==> config.mk <==
export PLATFORM = sky130hd
export DESIGN_NAME = fu_mul_sequencer
export DESIGN_NICKNAME = d
export VERILOG_FILES = /design/src/rtl/fu_mul_sequencer.sv
export SDC_FILE = /design/constraint.sdc
export NUM_CORES = 1
export LEC_CHECK = 0
export CORE_UTILIZATION = 30
export DETAILED_ROUTE_END_ITERATION = 12
export SYNTH_ARGS = -nofsm -noshare
export SYNTH_HDL_FRONTEND = slang
export SYNTH_SLANG_ARGS = --single-unit
==> constraint.sdc <==
create_clock -name clk -period 5.55 [get_ports clk]
set_input_delay 0.555 -clock clk [delete_from_list [all_inputs] [get_ports clk]]
set_output_delay 0.555 -clock clk [all_outputs]
set_load 0.05 [all_outputs]
==> src/rtl/fu_mul_sequencer.sv <==
// Shift-add multiplier sequencer that borrows the shared function unit through a req/gnt handshake.
// Optional macro MUL_OVF_EN adds the registered ovf output (high part of product non-zero).
module fu_mul_sequencer #(
   parameter int         WIDTH   = 32,
   parameter logic [4:0] FS_ADD  = 5'b00010,
   parameter logic [4:0] FS_PASS = 5'b00000
) (
   input  logic                 clk,
   input  logic                 reset,
   input  logic                 start,
   input  logic [WIDTH-1:0]     op_a,
   input  logic [WIDTH-1:0]     op_b,
   output logic                 busy,
   output logic                 done,
   output logic [2*WIDTH-1:0]   product,
`ifdef MUL_OVF_EN
   output logic                 ovf,
`endif
   output logic                 fu_req,
   input  logic                 fu_gnt,
   output logic [WIDTH-1:0]     fu_a,
   output logic [WIDTH-1:0]     fu_b,
   output logic [4:0]           fu_fs,
   output logic [4:0]           fu_sh,
   input  logic [WIDTH-1:0]     fu_f,
   input  logic                 fu_c
);

   localparam int CW = $clog2(WIDTH) + 1;

   typedef enum logic [1:0] {
      IDLE = 2'd0,
      RUN  = 2'd1,
      DONE = 2'd2
   } state_t;

   state_t           state, state_nxt;
   logic [WIDTH-1:0] acc_hi, acc_lo, mcand;
   logic [CW-1:0]    cnt;
   logic             last_step;

   // NOTE: state is updated with <= so every flop samples pre-edge values of its neighbours.
   always_ff @(posedge clk or posedge reset) begin
      if (reset) state <= IDLE;
      else       state <= state_nxt;
   end

   // NOTE: every output gets its idle value first, so no path through the case leaves a latch.
   always_comb begin
      state_nxt = state;
      busy      = 1'b0;
      done      = 1'b0;
      fu_req    = 1'b0;
      fu_a      = '0;
      fu_b      = '0;
      fu_fs     = FS_PASS;
      fu_sh     = 5'd0;
      last_step = 1'b0;
      case (state)
         IDLE: if (start) state_nxt = RUN;
         RUN: begin
            busy      = 1'b1;
            fu_req    = 1'b1;
            fu_a      = acc_hi;
            fu_b      = mcand;
            fu_fs     = acc_lo[0] ? FS_ADD : FS_PASS;
            last_step = fu_gnt && (cnt == CW'(WIDTH - 1));
            if (last_step) state_nxt = DONE;
         end
         DONE:    begin
            done      = 1'b1;
            state_nxt = IDLE;
         end
         default: state_nxt = IDLE;
      endcase
   end

   // NOTE: the datapath registers are plain flops, so the async reset can clear all of them.
   always_ff @(posedge clk or posedge reset) begin
      if (reset) begin
         acc_hi  <= '0;
         acc_lo  <= '0;
         mcand   <= '0;
         cnt     <= '0;
         product <= '0;
`ifdef MUL_OVF_EN
         ovf     <= 1'b0;
`endif
      end else begin
         case (state)
            IDLE: if (start) begin
               mcand  <= op_a;
               acc_lo <= op_b;
               acc_hi <= '0;
               cnt    <= '0;
`ifdef MUL_OVF_EN
               ovf    <= 1'b0;
`endif
            end
            RUN: if (fu_gnt) begin
               // The FU sum {C,F} is shifted right one place across both accumulator halves.
               acc_hi <= {fu_c, fu_f[WIDTH-1:1]};
               acc_lo <= {fu_f[0], acc_lo[WIDTH-1:1]};
               cnt    <= cnt + 1'b1;
               if (last_step) begin
                  product <= {fu_c, fu_f, acc_lo[WIDTH-1:1]};
`ifdef MUL_OVF_EN
                  ovf     <= fu_c | (|fu_f[WIDTH-1:1]);
`endif
               end
            end
            default: ;
         endcase
      end
   end

endmodule

==> impl_metrics.yaml <==
worst_setup_path:
  r2r_cells: 5
  crit_required_ns: 4.99
  reg2reg_slack_ns: 3.10
  r2r_end: "acc_lo[1]$_DFFE_PP0P_"
  worst_setup_path_startpoint: "state[1]$_DFFE_PP0P_"
  r2r_start: "state[0]$_DFFE_PP0P_"
  endpoint: "fu_b[17]"
  startpoint_type: "register"
  cp_max_fo: 71
  worstPathArrival_ns: 3.27
  end_kind: "primary output"
  criticalPathCategory: "register to primary output"
sta:
  maxSlewViolCount: 0
  setup_tns_ns: 0
  fmax_mhz: 262
  fin_skew_ns: 0.0131
  rsz0062_at_grt: "no"
  slew_headroom_pct: 32.3
  period_needed_ns: 3.82
  setup_viol: 0
  hold_viol: 0
  worst_pin_slew_ns: 1.02
  post-route-period-util_pct: 68.9
synth:
  ys_ff_latch: 168
  synth_cell_type_count: 32
  synth_ff_type: "dfrtp_1"
  ys_seq_area_share_pct: 59.0
  synthTopCellsByArea: "dfrtp_1 (59%), mux2_1 (7.7%), and2_1 (5.7%)"
  synth.largest_area_cell: "dfrtp_1"
  synth_area_mm2: 0.00712
  synth_enable_flop_cells: 0
  syn_inst: 607
  async_reset_ff_share_pct: 100
  yosys_warnings: 0
  yosysTopAreaCellShare_pct: 59.0
  avgSynthCellArea_um2: 11.7
clock_network:
  clkTransAtPathRegs_ns: 0.07
  postCtsSetupBuffers: 0
  cts_tree: "yes"
  hold_buffers: 0
  clock_sinks: 168
  clock_path_buffers: 2
  clk_latency_ns: 0.42
  clock-root-buffer: "clkbuf_16"
  htreeDepth: 4
  numCtsBuffers: 17
  cts_resized: 0
routing:
  viasPerCell: 4.50
  wl_per_cell_um: 16.2
  first_pass_iters: 4
  finalWirelength_mm: 18.7
  vias: 5190
  drc: 0
  drtIter0Drc: 227
  antenna_left: 0
place:
  hpwl_mm: 11.8
  port_buffers: 232
  gp_congestion: 0.708
grt:
  grt_pass1_vias: 5570
  grt_max_degree: 169
  antenna_found_initial: 0
  grt_pass1_wl_mm: 30.6
  grt_usage_pct: 16.1
  gr-total-overflow: 0
power:
  p_leak_nw: 4.65
  finalPower_w: 0.00397
  ir_drop_v: 0.000244
  power_density_mw_per_mm2: 386
floorplanning:
  boundaryPins: 242
  dieArea_mm2: 0.0244
  die_x_um: 156
  initial_core_util_pct: 30.4
  fp.coreArea_mm2: 0.0234
  num_rows: 56
  die_y_um: 156
finish:
  nets: 924
  multi_input_area_mm2: 0.00267
  ff_latch_area_mm2: 0.00420
  antennaDiodeCount: 0
  fillers: 2268
  drive_gt1_share_pct: 7.31
  area_growth_pct: 44.3
min_path:
  worstHoldStart: "mcand[14]$_DFFE_PP0P_"
  hp-class: "register to register"
outcome:
  run_status: "complete, no violations"
job:
  maxCapViolCount: 0
[synth_stat cells, drive strengths merged (2+ instances only)]
cell    number
dfrtp      168
nand2      101
and2        65
mux2        64
o21ai       35
mux2i       34
nand3       34
a22o        32
buf         29
clkbuf      24
inv          2
nand4        2
nand4b       2
nor2         2
nor3         2
[cell usage in the layout, fill, tap and decap left out, drive strengths merged, types with 2 or more instances in the layout]
cell	Yosys	routed
mux2	64	64
nand4b	2	2
conb	1	9
nand3	34	34
inv	2	8
dfrtp	168	168
mux2i	34	34
and2	65	65
o21ai	35	35
clkdlybuf4s50	0	232
a22o	32	32
clkinv	0	4
nand4	2	2
nor3	2	2
clkbuf	24	19
nand2	101	101
bufinv	0	2
buf	29	9
nor2	2	2
[area by class of cell]
class	count	area share (%)
tap	319	3.88
timing repair buffer	241	23.4
inverter	2	0.122
multi-input combinational	392	26.0
sequential	168	40.9
clock buffer	19	4.21
clock inverter	13	1.55
[worst min path at each step]
stage	cells after the start	slack [ns]	end
floorplan	2	0.44	mcand[0]$_DFFE_PP0P_
global placement	2	0.45	mcand[21]$_DFFE_PP0P_
detailed placement	2	0.45	mcand[14]$_DFFE_PP0P_
CTS	2	0.47	mcand[14]$_DFFE_PP0P_
global route	1	0.48	cnt[5]$_DFFE_PP0P_
finish	2	0.47	mcand[14]$_DFFE_PP0P_
[critical path: stages, from the launching register on]
cell and delay [ns]:
dfrtp_1 0.44, nand2b_2 0.20, buf_4 0.30, inv_2 0.80, and2_1 0.25, clkdlybuf4s50_1 0.82
[per-layer routing]
layer | GRT usage (%) | vias to the layer above | share of wire (%)
met1 | 21.6 | 2538 | 47
li1 | - | 2473 | -
met4 | 4.25 | 0 | 1.3
met5 | 0 | - | 0
met3 | 5.36 | 16 | 6.5
met2 | 24.8 | 163 | 45
[per-stage QoR]
stage | hold WS (ns) | std cells | setup slack (ns) | area (µm²) | utilization [%]
floorplan | 0.437 | 615 | 0.448 | 7150 | -
global placement | 0.449 | 1122 | 2.08 | 9690 | 41.4
detailed placement | 0.454 | 1122 | 2.07 | 9690 | 41.4
CTS | 0.472 | 1154 | 1.62 | 10300 | 43.9
global route | 0.483 | 1154 | 1.46 | 10300 | 43.9
finish | 0.468 | 1154 | 1.73 | 10300 | 43.9
[cells by family after synthesis]
group	Yosys count	synth area share [%]
and+or+nand+nor	214	14.9
DFF	168	59.0
muxes	98	14.9
AOI/OAI and AO/OA	69	6.61
buffers and inverters	55	4.25
adders and majority gates	1	0.176
other	1	0.0527
xor gates and xnor gates	1	0.123
[flip-flops by register name, summed over array words and instances (netlist names)]
| register | flops |
|---|---|
| cnt | 6 |
| state | 2 |
| acc_lo | 32 |
| product | 64 |
| acc_hi | 32 |
| mcand | 32 |
[report_power, final]
part	leakage [nW]	switching [W]	internal, W	total (W)
Combinational	2.16	0.000736	0.000447	0.00118
Sequential	2.20	0.000135	0.00143	0.00157
Clock	0.288	0.000537	0.000680	0.00122
Total	4.65	0.00141	0.00256	0.00397
Power figures use the tool's default switching activity.
